[config.mk]
export PLATFORM = sky130hd
export DESIGN_NAME = loop_filter_pi_flat
export DESIGN_NICKNAME = d
export VERILOG_FILES = /design/src/rtl/lf_pkg.sv /design/src/rtl/loop_filter_pi_if.sv /design/src/rtl/lf_clamp.sv /design/src/rtl/loop_filter_pi.sv /design/src/flat_wrapper.sv
export SDC_FILE = /design/constraint.sdc
export NUM_CORES = 2
export LEC_CHECK = 0
export CAP_MARGIN = 20
export CORE_UTILIZATION = 45
export CTS_CLUSTER_DIAMETER = 80
export DETAILED_ROUTE_END_ITERATION = 10
export GPL_TIMING_DRIVEN = 0
export PLACE_DENSITY_LB_ADDON = 0.15
export SYNTH_ARGS = -nofsm -noshare
export SYNTH_HDL_FRONTEND = slang
export SYNTH_SLANG_ARGS = --single-unit
[constraint.sdc]
create_clock -name clk_ref -period 7.8 [get_ports clk_ref]
set_clock_uncertainty 0.1 [all_clocks]
set_input_delay 1.56 -clock clk_ref [delete_from_list [all_inputs] [get_ports clk_ref]]
set_output_delay 1.56 -clock clk_ref [all_outputs]
set_load 0.03 [all_outputs]
[src/rtl/lf_pkg.sv]
`default_nettype none
// +--------------------------------------------------------------------+
// | lf_pkg : shared mode encoding and default widths for the PI filter |
// | Rev 1.0                                                            |
// +--------------------------------------------------------------------+
package lf_pkg;

    typedef enum logic [1:0] {
        MODE_PI     = 2'd0,
        MODE_P_ONLY = 2'd1,
        MODE_HOLD   = 2'd2,
        MODE_CLEAR  = 2'd3
    } lf_mode_e;

    localparam int c_ERR_W  = 16;
    localparam int c_ACC_W  = 24;
    localparam int c_K_INT  = 8;
    localparam int c_K_FRAC = 8;
    localparam int c_OUT_W  = 16;

endpackage
`default_nettype wire

[src/rtl/loop_filter_pi_if.sv]
`default_nettype none
// +--------------------------------------------------------------------+
// | loop_filter_pi_if : sample/control bus of the PI loop filter       |
// | Rev 1.0                                                            |
// +--------------------------------------------------------------------+
interface loop_filter_pi_if
    import lf_pkg::*;
#(
    parameter int ERR_W  = c_ERR_W,
    parameter int K_INT  = c_K_INT,
    parameter int K_FRAC = c_K_FRAC,
    parameter int OUT_W  = c_OUT_W
);
    logic                            err_valid;
    logic signed [ERR_W-1:0]         error;
    logic signed [K_INT+K_FRAC-1:0]  kp;
    logic signed [K_INT+K_FRAC-1:0]  ki;
    lf_mode_e                        mode;
    logic        [OUT_W-1:0]         out_min;
    logic        [OUT_W-1:0]         out_max;
    logic        [OUT_W-1:0]         lf_out;
    logic                            lf_valid;
    logic                            sat_hi;
    logic                            sat_lo;
    logic                            acc_sat;

    modport master (
        output err_valid, error, kp, ki, mode, out_min, out_max,
        input  lf_out, lf_valid, sat_hi, sat_lo, acc_sat
    );

    modport slave (
        input  err_valid, error, kp, ki, mode, out_min, out_max,
        output lf_out, lf_valid, sat_hi, sat_lo, acc_sat
    );

endinterface
`default_nettype wire

[src/rtl/lf_clamp.sv]
`default_nettype none
// +--------------------------------------------------------------------+
// | lf_clamp : signed range clamp with truncated result and hit flags  |
// | Rev 1.0                                                            |
// +--------------------------------------------------------------------+
module lf_clamp #(
    parameter int W  = 17,
    parameter int RW = 16
) (
    input  wire logic signed [W-1:0] val,
    input  wire logic signed [W-1:0] lo,
    input  wire logic signed [W-1:0] hi,
    output logic         [RW-1:0]    res,
    output logic                     hit_lo,
    output logic                     hit_hi
);

    // An inverted range resolves to the low bound.
    always_comb begin
        res    = val[RW-1:0];
        hit_lo = 1'b0;
        hit_hi = 1'b0;
        if ((lo > hi) || (val < lo)) begin
            res    = lo[RW-1:0];
            hit_lo = 1'b1;
        end else if (val > hi) begin
            res    = hi[RW-1:0];
            hit_hi = 1'b1;
        end
    end

endmodule
`default_nettype wire

[src/rtl/loop_filter_pi.sv]
`default_nettype none
// +--------------------------------------------------------------------+
// | loop_filter_pi : two-stage PI loop filter with clamped output and  |
// |                  anti-windup saturating integrator                 |
// | Rev 1.0                                                            |
// +--------------------------------------------------------------------+
module loop_filter_pi
    import lf_pkg::*;
#(
    parameter int ERR_W  = c_ERR_W,
    parameter int ACC_W  = c_ACC_W,
    parameter int K_INT  = c_K_INT,
    parameter int K_FRAC = c_K_FRAC,
    parameter int OUT_W  = c_OUT_W
) (
    input  wire logic       clk_ref,
    input  wire logic       n_rst,
    loop_filter_pi_if.slave bus
);

    localparam int c_GAIN_W = K_INT + K_FRAC;
    localparam int c_P_W    = ERR_W + c_GAIN_W;
    localparam int c_I_W    = ACC_W + c_GAIN_W;
    localparam int c_SUM_W  = ((c_P_W > c_I_W) ? c_P_W : c_I_W) + 1;
    localparam int c_AS_W   = ACC_W + 1;
    localparam logic signed [c_AS_W-1:0] c_ACC_MAX = {2'b00, {(ACC_W-1){1'b1}}};
    localparam logic signed [c_AS_W-1:0] c_ACC_MIN = {2'b11, {(ACC_W-1){1'b0}}};

    logic signed [c_P_W-1:0]   w_p;
    logic signed [c_P_W-1:0]   r_p;
    logic signed [c_I_W-1:0]   w_i;
    logic signed [c_I_W-1:0]   r_i;
    logic                      r_s1_valid;
    logic        [OUT_W-1:0]   r_min;
    logic        [OUT_W-1:0]   r_max;
    logic signed [ACC_W-1:0]   r_acc;
    logic signed [ACC_W-1:0]   w_acc_next;
    logic signed [c_AS_W-1:0]  w_acc_sum;
    logic                      w_acc_hit_lo;
    logic                      w_acc_hit_hi;
    logic                      r_acc_sat;
    logic                      w_use_i;
    logic                      w_err_pos;
    logic                      w_err_neg;
    logic                      w_windup;
    logic signed [c_SUM_W-1:0] w_sum;
    logic signed [c_SUM_W-1:0] w_shift;
    logic signed [c_SUM_W-1:0] w_min_x;
    logic signed [c_SUM_W-1:0] w_max_x;
    logic        [OUT_W-1:0]   w_out;
    logic                      w_out_hi;
    logic                      w_out_lo;
    logic        [OUT_W-1:0]   r_lf_out;
    logic                      r_lf_valid;
    logic                      r_sat_hi;
    logic                      r_sat_lo;

    // Operands are sign-extended to the product width so the multiply is exact.
    assign w_p = $signed({{c_GAIN_W{bus.error[ERR_W-1]}}, bus.error})
               * $signed({{ERR_W{bus.kp[c_GAIN_W-1]}}, bus.kp});
    assign w_i = $signed({{c_GAIN_W{r_acc[ACC_W-1]}}, r_acc})
               * $signed({{ACC_W{bus.ki[c_GAIN_W-1]}}, bus.ki});

    assign w_use_i   = (bus.mode == MODE_PI) || (bus.mode == MODE_HOLD);
    assign w_err_neg = bus.error[ERR_W-1];
    assign w_err_pos = !w_err_neg && (bus.error != '0);
    assign w_windup  = (r_sat_hi && w_err_pos) || (r_sat_lo && w_err_neg);

    assign w_acc_sum = $signed({r_acc[ACC_W-1], r_acc})
                     + $signed({{(c_AS_W-ERR_W){bus.error[ERR_W-1]}}, bus.error});

    lf_clamp #(
        .W  (c_AS_W),
        .RW (ACC_W)
    ) u_acc_rail (
        .val    (w_acc_sum),
        .lo     (c_ACC_MIN),
        .hi     (c_ACC_MAX),
        .res    (w_acc_next),
        .hit_lo (w_acc_hit_lo),
        .hit_hi (w_acc_hit_hi)
    );

    // Bounds travel with the sample so a later bound change cannot alter it.
    always_ff @(posedge clk_ref or negedge n_rst) begin
        if (!n_rst) begin
            r_s1_valid <= 1'b0;
            r_p        <= '0;
            r_i        <= '0;
            r_min      <= '0;
            r_max      <= '0;
            r_acc      <= '0;
            r_acc_sat  <= 1'b0;
        end else begin
            r_s1_valid <= bus.err_valid;
            if (bus.err_valid) begin
                r_p   <= w_p;
                r_i   <= w_use_i ? w_i : '0;
                r_min <= bus.out_min;
                r_max <= bus.out_max;
                case (bus.mode)
                    MODE_PI: begin
                        if (!w_windup) begin
                            r_acc     <= w_acc_next;
                            r_acc_sat <= w_acc_hit_lo || w_acc_hit_hi
                                      || (w_acc_sum == c_ACC_MAX)
                                      || (w_acc_sum == c_ACC_MIN);
                        end
                    end
                    MODE_CLEAR: begin
                        r_acc     <= '0;
                        r_acc_sat <= 1'b0;
                    end
                    default: ;
                endcase
            end
        end
    end

    assign w_sum   = $signed({{(c_SUM_W-c_P_W){r_p[c_P_W-1]}}, r_p})
                   + $signed({{(c_SUM_W-c_I_W){r_i[c_I_W-1]}}, r_i});
    assign w_shift = w_sum >>> K_FRAC;
    assign w_min_x = $signed({{(c_SUM_W-OUT_W){1'b0}}, r_min});
    assign w_max_x = $signed({{(c_SUM_W-OUT_W){1'b0}}, r_max});

    lf_clamp #(
        .W  (c_SUM_W),
        .RW (OUT_W)
    ) u_out_clamp (
        .val    (w_shift),
        .lo     (w_min_x),
        .hi     (w_max_x),
        .res    (w_out),
        .hit_lo (w_out_lo),
        .hit_hi (w_out_hi)
    );

    always_ff @(posedge clk_ref or negedge n_rst) begin
        if (!n_rst) begin
            r_lf_valid <= 1'b0;
            r_lf_out   <= '0;
            r_sat_hi   <= 1'b0;
            r_sat_lo   <= 1'b0;
        end else begin
            r_lf_valid <= r_s1_valid;
            if (r_s1_valid) begin
                r_lf_out <= w_out;
                r_sat_hi <= w_out_hi;
                r_sat_lo <= w_out_lo;
            end
        end
    end

    assign bus.lf_out   = r_lf_out;
    assign bus.lf_valid = r_lf_valid;
    assign bus.sat_hi   = r_sat_hi;
    assign bus.sat_lo   = r_sat_lo;
    assign bus.acc_sat  = r_acc_sat;

endmodule
`default_nettype wire

[src/flat_wrapper.sv]
// flat-port wrapper written by rule: the top's interface ports become plain ports
module loop_filter_pi_flat import lf_pkg::*;
#(
    parameter int ERR_W  = c_ERR_W,
    parameter int ACC_W  = c_ACC_W,
    parameter int K_INT  = c_K_INT,
    parameter int K_FRAC = c_K_FRAC,
    parameter int OUT_W  = c_OUT_W
)
  (clk_ref, n_rst, bus_err_valid, bus_error, bus_kp, bus_ki, bus_mode, bus_out_min, bus_out_max, bus_lf_out, bus_lf_valid, bus_sat_hi, bus_sat_lo, bus_acc_sat);
  loop_filter_pi_if #(.ERR_W(ERR_W), .K_INT(K_INT), .K_FRAC(K_FRAC), .OUT_W(OUT_W)) bus_i ();
  input  wire logic clk_ref;
  input  wire logic n_rst;
  input wire logic [$bits(bus_i.err_valid)-1:0] bus_err_valid;
  input wire logic [$bits(bus_i.error)-1:0] bus_error;
  input wire logic [$bits(bus_i.kp)-1:0] bus_kp;
  input wire logic [$bits(bus_i.ki)-1:0] bus_ki;
  input wire logic [$bits(bus_i.mode)-1:0] bus_mode;
  input wire logic [$bits(bus_i.out_min)-1:0] bus_out_min;
  input wire logic [$bits(bus_i.out_max)-1:0] bus_out_max;
  output wire logic [$bits(bus_i.lf_out)-1:0] bus_lf_out;
  output wire logic [$bits(bus_i.lf_valid)-1:0] bus_lf_valid;
  output wire logic [$bits(bus_i.sat_hi)-1:0] bus_sat_hi;
  output wire logic [$bits(bus_i.sat_lo)-1:0] bus_sat_lo;
  output wire logic [$bits(bus_i.acc_sat)-1:0] bus_acc_sat;
  assign bus_i.err_valid = bus_err_valid;
  assign bus_i.error = bus_error;
  assign bus_i.kp = bus_kp;
  assign bus_i.ki = bus_ki;
  assign bus_i.mode = bus_mode;
  assign bus_i.out_min = bus_out_min;
  assign bus_i.out_max = bus_out_max;
  assign bus_lf_out = bus_i.lf_out;
  assign bus_lf_valid = bus_i.lf_valid;
  assign bus_sat_hi = bus_i.sat_hi;
  assign bus_sat_lo = bus_i.sat_lo;
  assign bus_acc_sat = bus_i.acc_sat;
  loop_filter_pi #(.ERR_W(ERR_W), .ACC_W(ACC_W), .K_INT(K_INT), .K_FRAC(K_FRAC), .OUT_W(OUT_W)) u_core (.clk_ref(clk_ref), .n_rst(n_rst), .bus(bus_i));
endmodule
### Word level (Yosys, flattened, before mapping)

Index checks and enable logic that the tools add are counted.

* memories kept: 0
* register bits after elaboration: 149
* word-level logic and storage cells: 54
* bits in latches: 0
* bits in writable memories: 0
* memory bits (read-only): 0

* equal/unequal tests: 5
* muxes and demuxes: 15
* multiply operators: 2
* divide/modulo/power cells: 0
* shift operators: 0
* bitwise logic cells: 0
* reductions and logical operators: 14
* add/subtract/negate cells: 2
* order comparisons: 5

Operators with widths (number)
* $mux W24: 3
* $eq A25 B24 Y1 const B: 2
* $pmux W24 S2: 1
* $add A32 B40 Y41: 1
* $mul A24 B16 Y40: 1
* $mux W40: 1
* $gt A33 B17 Y1: 1
* $lt A33 B17 Y1: 1
* $mul A16 B16 Y32: 1
* $mux W16: 2
* $add A24 B16 Y25: 1
* $gt A25 B24 Y1 const B: 1
* $lt A25 B24 Y1 const B: 1
* $gt A16 B16 Y1: 1
* $reduce_bool A16 Y1: 1
* $mux W1: 7
* $logic_or A1 B1 Y1: 6
* $eq A2 B2 Y1 const B: 2
* $logic_and A1 B1 Y1: 3
* $reduce_and A3 Y1: 1
* $logic_not A2 Y1: 1
* $ne A2 B2 Y1 const B: 1
* $pmux W1 S2: 1
* $reduce_bool A2 Y1: 1
* $logic_not A1 Y1: 1

### Logic depth before layout (Yosys ltp)

* word-level depth: 9
* depth in mapped cells: 27
* depth with buffers taken out: 25

### By module

From an unflattened synthesis, not the netlist that was laid out.

* cells, all modules: 4089
* area, all modules: 37445.9 sq um

Modules (own cells, without submodules)
* loop_filter_pi: times used 1, cells each 3346, area each 31726.7 sq um
* lf_clamp (u_core.u_out_clamp): times used 1, cells each 441, area each 3353.2 sq um
* lf_clamp (u_core.u_acc_rail): times used 1, cells each 302, area each 2366.0 sq um

### Least setup slack after synthesis

OpenSTA, ideal clock, no wires.

* path type: input to register
* start point: input port bus_kp[1]
* end point: register u_core.r_p[30]
* path buffers: 1
* arrival time: 7.598 ns
* stages on the path: 25
* slack: -0.023 ns
* cell sequence: clkbuf_1 > nand2_1 > fa_1 > inv_1 > fa_1 > inv_1 > fa_1 > fa_1 > inv_1 > fa_1 > inv_1 > fa_1 > inv_1 > ha_1 > a21o_1 > a21o_1 > a21oi_1 > o21bai_1 > a21oi_1 > o21ai_0 > a211oi_1 > o221ai_1 > a31oi_1 > xnor2_1 > mux2_2

* word-level cells in the longest chain between the ends: 1

Ends and longest elaborated chain
* start, declared: RTL line flat_wrapper.sv:16 `input wire logic [$bits(bus_i.kp)-1:0] bus_kp;`
* $mul A16 B16 Y32: RTL line loop_filter_pi.sv:60 `* $signed({{ERR_W{bus.kp[c_GAIN_W-1]}}, bus.kp});`
* end signal, assigned: RTL line loop_filter_pi.sv:97 `r_p <= w_p;`
* end, declared: RTL line loop_filter_pi.sv:30 `logic signed [c_P_W-1:0] r_p;`

No other way between the ends.
A chain may end at the register's enable or synchronous reset.

### Worst setup path after layout

* start point: input port bus_ki[14]
* end point: register u_core.r_i[39]

* word-level cells in the longest chain between the ends: 2

Ends and longest elaborated chain
* start, declared: RTL line flat_wrapper.sv:17 `input wire logic [$bits(bus_i.ki)-1:0] bus_ki;`
* $mul A24 B16 Y40: RTL line loop_filter_pi.sv:62 `* $signed({{ACC_W{bus.ki[c_GAIN_W-1]}}, bus.ki});`
* $mux W40: RTL line loop_filter_pi.sv:98 `r_i <= w_use_i ? w_i : '0;`
* end signal, assigned: RTL line loop_filter_pi.sv:98
* end, declared: RTL line loop_filter_pi.sv:32 `logic signed [c_I_W-1:0] r_i;`

No other way between the ends.

==> results.md <==
- Run status: complete, no violations
- Post-synth EDFFs: 0
- Most frequent cells in the layout: sky130_fd_sc_hd__inv_1 (821), sky130_fd_sc_hd__fa_1 (633), sky130_fd_sc_hd__nand2_1 (463)
- Nets in the synthesized netlist: 4,801
- Cell type of the slowest stage on the worst timing path: sky130_fd_sc_hd__fa_1
- Cells along the critical path: clkdlybuf4s18_2 -> buf_2 -> and2_1 -> fa_1 -> fa_1 -> fa_1 -> fa_1 -> fa_1 -> inv_1 -> fa_1 -> inv_1 -> ha_2 -> and3_4 -> nand2_1 -> or4_4 -> o32ai_4 -> a21oi_1 -> or3_4 -> o211a_1 -> a21o_1 -> nand3_1
- DR WL/cell: 19.7 um
- Total detailed-routing wirelength: 96,600 um
- Worst-path clk slew: 0.07 ns
- Largest fanout of any net on the critical path: 10
- Library cells used by synthesis: 76
- Detailed placement HPWL: 80,800 um
- Number of cells produced by synthesis: 3,789
- RSZ-0062 raised after global routing: true
- Worst min-delay path category: flop to flop
- Worst path max stage delay: 0.56 ns
- Count of input and output buffers: 103
- Rel. slew slack: 42.1%
- Area occupied by multi-input gates: 26,800 sq um
- Number of nets in the layout: 4,934
- Level count of the clock H-tree: 4
- Largest net degree at the start of global routing: 83
- Hold path start: u_core.r_s1_valid
- Die outline area: 76,500 sq um
- Total number of vias: 25,993
- Share of cells above drive strength 1: 6.20%
- Category of cells accounting for the largest share of critical-path delay: adder cells
- Overall die width: 277 um
- Longest Clk Path Bufs: 2
- Max-cap violations: 0
- Data arrival time of the worst path: 7.97 ns
- Seq/Total Area, Yosys: 11.0%
- GRT Overall Usage: 26.5%
- Global-route congestion overflow total: 0
- Core Box Area: 74,400 sq um
- Main flop type after synthesis: sky130_fd_sc_hd__dfrtp_1
- F_max: 130 MHz
- R2R setup slack: 0.18 ns
- Reg-to-reg startpoint: u_core.r_acc[20]
- Min setup slack post-route: 0.124 ns
- Wire length of the first global-routing pass: 156,000 um
- Number of antenna cells inserted: 0
- Placement row count: 100
- Startpoint of the worst setup timing path: bus_ki[14]
- Filler Cells Inserted: 7,029
- Hold buffers post-CTS: 0
- Number of global-route vias before repair: 27,372
- CP bufs+invs: 4
- Worst-Skew Late Latency: 0.47 ns
- Post-synthesis sequential element count: 149
- Vert. Die Dim: 277 um
- # DRC: 0
- Final hold vios: 0
- Pin slew with the least headroom to its limit: 0.868 ns
- Minimum clock period: 7.68 ns
- Finish-stage setup viols: 0
- Setup Slack @ Placement: -2.10 ns
- Clock Sinks: 149
- Antenna violations before repair: 3
- Gpl congestion: 0.899
- Most Frequent Cell on Critical Path: sky130_fd_sc_hd__fa_1
- Yosys synthesis warning count: 0
- Sum of negative setup slack: 0 ns
- Root Buffer: sky130_fd_sc_hd__clkbuf_16
- Top-level port count: 105
- Initial cell density of the core: 45.5%
- Mean post-synth cell area: 8.95 sq um
- Most common cell after layout, fill and taps aside: sky130_fd_sc_hd__inv_1
- Post-synth ARST share: 100%
- Endpoint of the lowest-slack register-to-register path: u_core.r_i[39]
- Kind of start point of the critical path: input port
- Syn-to-layout area delta: 10.4%
- Max-slew violations: 0
- Hold Path Stages: 0
- Vias per cell: 5.30
- Worst Path Required: 8.10 ns
- Type of element capturing the critical path: flop
- Post-route clock period utilization: 98.4%
- DR pass1 iterations: 5
- Sequential cell area: 3730 sq um
- Worst Hold Path EP: u_core.bus.lf_valid
- CTS Buf Count: 17
- Worst-case reg-to-reg path depth: 23
- CTS tree: built
- Type of the worst setup path: input port to flop
- Total standard cell area after synthesis: 33,900 sq um
- Number of antenna-violating nets in the routed design: 0
- Iteration-0 DRC Markers: 1,611
- Hold Worst Slack: 0.275 ns
==> layer usage <==
metal / track usage, % / share of wire, % / up-vias
met5: 0 / 0.013 / -
met4: 5.24 / 1.6 / 2
met3: 4.91 / 6.8 / 92
met2: 43.1 / 46 / 773
met1: 36.8 / 45 / 13046
li1: - / - / 12080
==> repair_timing <==
item / 4_1_cts / 5_1_grt
endpoints found under the setup margin: 42 / 25
setup buffers: 5 / 9
gates resized for setup: 275 / 176
pin swaps: 10 / 14
==> synth_stat cells (all sizes together), types with 21 or more instances <==
cell type	instances	share of area, %
and2	273	5.0
nand4	24	0.44
a21o	66	1.5
nor2	104	1.2
o21a	28	0.62
fa	637	38
mux2i	21	0.62
o21bai	23	0.51
nand2	463	5.1
inv	827	9.2
nand2b	28	0.52
dfrtp	149	11
a22o	23	0.59
xnor2	80	2.1
ha	290	11
xor2	26	0.67
nor3	32	0.47
mux2	27	0.90
nand3	50	0.75
clkbuf	129	1.4
a21oi	115	1.7
o21ai	126	1.9
nor2b	28	0.52
==> metrics by stage <==
stage / instance area [sq um] / cells / utilization [%]
floorplan: 33900 / 3789 / -
global placement: 36200 / 4861 / 48.6
detailed placement: 36200 / 4862 / 48.6
CTS: 37300 / 4899 / 50.1
global route: 37400 / 4904 / 50.3
finish: 37400 / 4904 / 50.3
==> worst max-delay path by stage <==
| stage | endpoint | cells after the start |
|---|---|---|
| 3_5_place_dp | u_core.r_p[28] | 25 |
| 4_1_cts | u_core.r_p[24] | 28 |
| 5_1_grt | u_core.r_i[36] | 23 |
| 3_3_place_gp | u_core.r_p[28] | 25 |
| 6_report | u_core.r_i[39] | 21 |
| 2_1_floorplan | u_core.r_i[39] | 23 |
==> layout make-up <==
type	instances	share of cell area, %
clock buffers	18	1.15
inverters	827	8.33
multi-input cells	2673	71.7
well taps	969	3.24
flip-flops and latches	149	9.96
repair buffers	118	2.81
clock inverters	14	0.425
plain buffers	136	2.42
==> registers in the layout, indices dropped and copies added (netlist names) <==
| register | flops |
|---|---|
| u_core.r_acc | 24 |
| u_core.r_s1_valid | 1 |
| u_core.bus.sat_lo | 1 |
| u_core.bus.lf_out | 16 |
| u_core.r_i | 40 |
| u_core.bus.lf_valid | 1 |
| u_core.bus.sat_hi | 1 |
| u_core.r_max | 16 |
| u_core.r_min | 16 |
| u_core.r_p | 32 |
| u_core.bus.acc_sat | 1 |
==> kinds of logic after synthesis <==
family                     Yosys count  share of synthesized area [%]
and+or+nand+nor                   1061                           15.2
adders and majority gates          927                           48.3
muxes                               48                           1.52
AOI/OAI and AO/OA                  531                           10.4
xor gates and xnor gates           106                           2.74
DFF                                149                           11.0
buffers and inverters              967                           10.8
Power is left out: the tool's default activity adds up to more than one toggle a clock period on the data nets, which glitch-free logic cannot reach.
